==> src/rtl/output_scheduler.sv <==
// output_scheduler: runs one classification trial over a bank of saturating
// output neurons. It releases the neuron reset on start, times the window,
// latches the first (lowest-index) saturating enabled neuron and holds the
// result until the host acknowledges it.
module output_scheduler #(
  parameter int NUM_OUT = 10,
  parameter int WINDOW  = 2048,
  parameter int CNT_W   = $clog2(WINDOW + 1)
) (
  input  logic                       clk,
  input  logic                       rst,
  input  logic                       start,
  input  logic                       ack,
  input  logic [NUM_OUT-1:0]         enable_mask,
  input  logic [NUM_OUT-1:0]         neuron_out,
  output logic                       neuron_rst_n,
  output logic                       busy,
  output logic                       done,
  output logic [$clog2(NUM_OUT)-1:0] winner,
  output logic                       timeout,
  output logic                       tie,
  output logic [CNT_W-1:0]           elapsed,
  output logic [15:0]                trial_count
);

  localparam int WIN_W = $clog2(NUM_OUT);

  localparam logic [1:0] IDLE = 2'd0;
  localparam logic [1:0] RUN  = 2'd1;
  localparam logic [1:0] DONE = 2'd2;

  localparam logic [CNT_W-1:0] LAST = CNT_W'(WINDOW - 1);

  logic [1:0]         state;
  logic [NUM_OUT-1:0] hits;
  logic [WIN_W-1:0]   first_idx;
  logic               multi_hit;
  logic [15:0]        trial_cnt_q;

  // Status outputs are pure decodes of the state register, so they stay
  // registered with no input-to-output path.
  assign busy         = (state == RUN);
  assign done         = (state == DONE);
  assign neuron_rst_n = (state != IDLE);
  assign trial_count  = trial_cnt_q;

  // Priority pick of the lowest enabled saturated neuron and tie detect.
  always_comb begin
    hits      = neuron_out & enable_mask;
    first_idx = '0;
    for (int unsigned i = NUM_OUT; i > 0; i--) begin
      if (hits[i-1]) first_idx = WIN_W'(i - 1);
    end
    multi_hit = ((hits & (hits - 1'b1)) != '0);
  end

  // Trial FSM with result capture.
  always_ff @(posedge clk) begin
    if (rst) begin
      state   <= IDLE;
      winner  <= '0;
      timeout <= 1'b0;
      tie     <= 1'b0;
      elapsed <= '0;
    end else begin
      case (state)
        IDLE: begin
          if (start) begin
            state   <= RUN;
            winner  <= '0;
            timeout <= 1'b0;
            tie     <= 1'b0;
            elapsed <= '0;
          end
        end
        RUN: begin
          if (hits != '0) begin
            winner <= first_idx;
            tie    <= multi_hit;
            state  <= DONE;
          end else if (elapsed == LAST) begin
            timeout <= 1'b1;
            winner  <= '0;
            tie     <= 1'b0;
            state   <= DONE;
          end else begin
            elapsed <= elapsed + 1'b1;
          end
        end
        DONE: begin
          if (ack) state <= IDLE;
        end
        default: state <= IDLE;
      endcase
    end
  end

  // Completed-trial counter, bumped on the acknowledging edge; wraps naturally.
  always_ff @(posedge clk) begin
    if (rst) begin
      trial_cnt_q <= '0;
    end else if (state == DONE && ack) begin
      trial_cnt_q <= trial_cnt_q + 16'd1;
    end
  end

endmodule

==> config.mk <==
export PLATFORM = sky130hd
export DESIGN_NAME = output_scheduler
export DESIGN_NICKNAME = d
export VERILOG_FILES = /design/src/rtl/output_scheduler.sv
export SDC_FILE = /design/constraint.sdc
export NUM_CORES = 1
export LEC_CHECK = 0
export CAP_MARGIN = 20
export CORE_AREA = 2 2 72 74
export DETAILED_ROUTE_END_ITERATION = 8
export DIE_AREA = 0 0 74 76
export DONT_BUFFER_PORTS = 1
export PLACE_DENSITY = 0.57
export SLEW_MARGIN = 20
export SYNTH_ARGS = -nofsm -noshare
export SYNTH_HDL_FRONTEND = slang
export SYNTH_SLANG_ARGS = --single-unit
==> constraint.sdc <==
create_clock -name clk -period 2.1 [get_ports clk]
set_input_delay 0.42 -clock clk [delete_from_list [all_inputs] [get_ports clk]]
set_output_delay 0.42 -clock clk [all_outputs]
set_load 0.03 [all_outputs]
* Word level (Yosys, flattened, before mapping)
Cells that the tools add are included. W data, S select, Z words.
Cells by class: add/sub/neg operators 3, equal/unequal tests 9, multiplexer cells 30, bitwise logic cells 2, reductions and logical operators 10
Operators with widths (count):
- $mux W4 | 13
- $mux W12 | 3
- $pmux W12 S2 | 1
- $and A10 B10 Y10 | 2
- $reduce_bool A10 Y1 | 2
- $add A16 B1 Y16 const B | 1
- $add A12 B1 Y12 const B | 1
- $eq A12 B11 Y1 const B | 1
- $sub A10 B1 Y10 const B | 1
- $mux W2 | 4
- $ne A2 B2 Y1 const B | 4
- $pmux W4 S2 | 1
- $reduce_and A4 Y1 | 2
- $pmux W2 S3 | 1
- $reduce_and A3 Y1 | 2
- $mux W1 | 5
- $pmux W1 S2 | 2
- $reduce_bool A2 Y1 | 2
- $ne A3 B1 Y1 const B | 1
- $eq A2 B1 Y1 const B | 1
- $eq A2 B2 Y1 const B | 1
- $logic_not A2 Y1 | 1
- $ne A2 B1 Y1 const B | 1
- $logic_and A1 B1 Y1 | 1
Word-level totals: register bits 36, input bits 24, output and inout bits 37, logic and storage cells 60

* Logic depth before layout (Yosys ltp)
depth in word-level cells 13, mapped depth 7, depth with buffers taken out 7

* Worst setup path after synthesis
Ideal clock, no wire load.
kind reg-to-reg, start reg elapsed[0], end reg elapsed[0], library setup time 0.128 ns, data arrival time 1.794 ns, required time 1.972 ns, slack 0.179 ns, cell stages (with the launch flop) 8, buffers on the path 0, period minus slack after synthesis 1.921 ns, path through dfxtp_1 ha_1 nand3b_1 nor4_2 nor2_1 and3_1 mux2i_1 nor2_1
Between the ends: cells in the longest elaborated chain, start to end 4, elaborated cells between the ends (all ways) 7, classes of those cells add/sub (1); eq/ne (2); mux (3); reduce/logical (1)
RTL lines:
- start, declared | RTL line 22 | output logic [CNT_W-1:0] elapsed,
- start signal, assigned | RTL line 87 | elapsed <= elapsed + 1'b1;
- $add A12 B1 Y12 | RTL line 87
- $mux W12 | RTL line 81 | end else if (elapsed == LAST) begin
- $mux W12 | RTL line 77 | if (hits != '0) begin
- $pmux W12 S2 | RTL line 66 | case (state)
Several ways; a longest one is shown, not always the timed one. The select of a mux whose other input is x is not followed. A chain may end at the register's enable or synchronous reset.

* Final worst setup path
Ends and elaborated chain as after synthesis.

==> flow_summary.ini <==
[min_path]
hold_start = rst
hold_path.class = input port to register

[routing]
drt-total-wl_um = 4255
routed_via_density = 5.113
ant_nets = 0
vias = 1631
drcViolationCount = 0
first_iter_violations = 46
drt_pass1_iterations = 4
wl_per_cell_um = 13.34

[status]
status = complete, no violations

[place]
portBuffers = 0
dp.cells = 311
hpwl_um = 3270
globalplace.congestion = 0.8092

[clock_tree]
cts_buffers = 5
clkTransAtPathRegs_ns = 0.07
cts_tree = built
cts-root-buf = clkbuf_8
htreeDepth = 2
ctsResizeCount = 0
cts_post_setup_buffers_inserted = 0
cts_hold_buf = 0
clkLatencyLatePin_ns = 0.28
cts_num_sinks = 36
ctsLongestPathBuffers = 2

[worst_setup_path]
reg2reg_to = elapsed[0]
crit_path_end = elapsed[0]
crit_top_cell = nor2_1
cp_slowest_cell = nor4_2
cp_data_arrival_time_ns = 1.97
crit_buf_inv = 0
r2r-start = elapsed[0]
crit_start = elapsed[0]
crit_type = register to register
start_kind = register
critPathTopFamily = simple AND/OR/NAND/NOR gates
endpoint_kind = register
worst_ep_required_time_ns = 2.28
max_stage_delay_ns = 0.38
crit_chain = ha_1 > nand3b_1 > nor4_2 > nor2_1 > and3_1 > mux2i_1 > nor2_1
r2r_setup_slack_ns = 0.31
path_depth = 7
critPathMaxFanout = 8
ff2ff_path_depth = 7

[final_layout]
final_common_cell = dfxtp_1
diodes = 0
drive_above_1_share_pct = 16.87
utilization_pct = 45.21
layout_common_cells = 36 x dfxtp_1, 34 x nor2_1, 29 x buf_4, 20 x nand2_1, 16 x xor2_1
nFillCells = 510
syn_to_final_growth_pct = 19.69
final_cells = 319
seq_area_um2 = 720.7
nets = 274
multiInputGateArea_um2 = 1082

[sta]
hold_violations = 0
clock.fmax_mhz = 557.5
setup_tns_ns = 0
drv_slew = 0
setup_violations = 0
tightest_slew_ns = 0.4749
relSlewSlack_pct = 68.22
fin_crit_sh_pct = 85.41
finClkSkew_ns = 0.003894
rsz0062_at_grt = false
fin_crit_ns = 1.794

[synth]
ys.flop_type = dfxtp_1
syn-cell-area_um2 = 1856
synth.distinct_cells = 38
synth.area.top_cells = dfxtp_1 39%, xor2_1 7.6%, nor2_1 6.9%, nand4_1 4.4%, a21oi_1 4.0%
synth_top_cell_by_area = dfxtp_1
ys_seq_area_share_pct = 38.84
synth_top_area_share_pct = 38.84
avgSynthCellArea_um2 = 8.473
ys.warnings.count = 0
yosys_register_bits = 36
synth_edf_count = 0
synth_cells = 219
async_flop_share_pct = 0
syn_nets = 245

[run]
cap_violations = 0

[pwr]
p_leak_nw = 0.8849
ir_drop_v = 0.0002335
p_total_mw = 1.346
power_density_nw_per_um2 = 606.1

[grt]
antenna_found_initial = 0
track_usage_pct = 15.16
grt_start_max_net_pins = 27
overflow = 0
grt_pass1_wl_um = 6768
grt_pass1_vias = 1485

[die]
die_w_um = 74
rows = 26
start_util_pct = 37.77
die_y_um = 76
die_area_um2 = 5624
ios = 61
coreArea_um2 = 4912
## layout make-up
class	instances	area share, %
multi-input cells	170	48.73
flip-flops and latches	36	32.45
repair buffers	29	9.803
clock buffers	8	4.056
well taps	70	3.944
inverters	6	1.014
## state kept, by name, indices dropped and copies added, names as in the netlist
register     count
trial_count     16
timeout          1
winner           4
tie              1
state            2
elapsed         12
## report_power, final
part	internal (mW)	switching, mW
sequential	0.692	0.0189
clock	0.268	0.232
combinational	0.0511	0.0844
## how the worst min path moves through the flow
stage,to,cells past startpoint
2_1_floorplan,state[0],1
3_3_place_gp,trial_count[12],1
3_5_place_dp,trial_count[14],1
4_1_cts,state[1],1
5_1_grt,trial_count[1],1
6_report,trial_count[6],1
## kinds of logic (layout without fill, tap and decap cells)
logic type / after synthesis / after routing / synth area share (%)
simple gates: 102 / 102 / 28.05
compound gates: 42 / 42 / 17.47
flops: 36 / 36 / 38.84
xor+xnor: 22 / 22 / 10.38
buf+inv: 13 / 43 / 2.832
fa+ha+maj: 2 / 2 / 1.348
mux: 2 / 2 / 1.079
## per-stage QoR
stage / hold WS, ns / setup WS, ns / area (µm²)
finish: 0.2002 / 0.3063 / 2221
global route: 0.1867 / 0.1087 / 2221
CTS: 0.1884 / 0.2940 / 2221
detailed placement: 0.4939 / 0.05293 / 2131
global placement: 0.4919 / 0.1495 / 2131
floorplan: 0.4723 / 0.1785 / 1856
## synthesized netlist by cell type (all sizes together), types with 3 or more instances
library cell / number
a21o: 3
a21oi: 15
a22oi: 7
and3: 5
buf: 3
clkbuf: 4
dfxtp: 36
inv: 6
nand2: 20
nand3: 11
nand4: 15
nor2: 34
nor2b: 4
o21ai: 8
or3: 4
xnor2: 6
xor2: 16
## metal layers
| metal | share of wire (%) | global-route usage, % | vias to the layer above |
|---|---|---|---|
| li1 | - | - | 833 |
| met1 | 47 | 20.35 | 748 |
| met2 | 45 | 22.59 | 48 |
| met3 | 7.7 | 5.556 | 2 |
| met4 | 0.59 | 4.545 | 0 |
| met5 | 0 | 0 | - |
(Power assumes the default switching activity.)
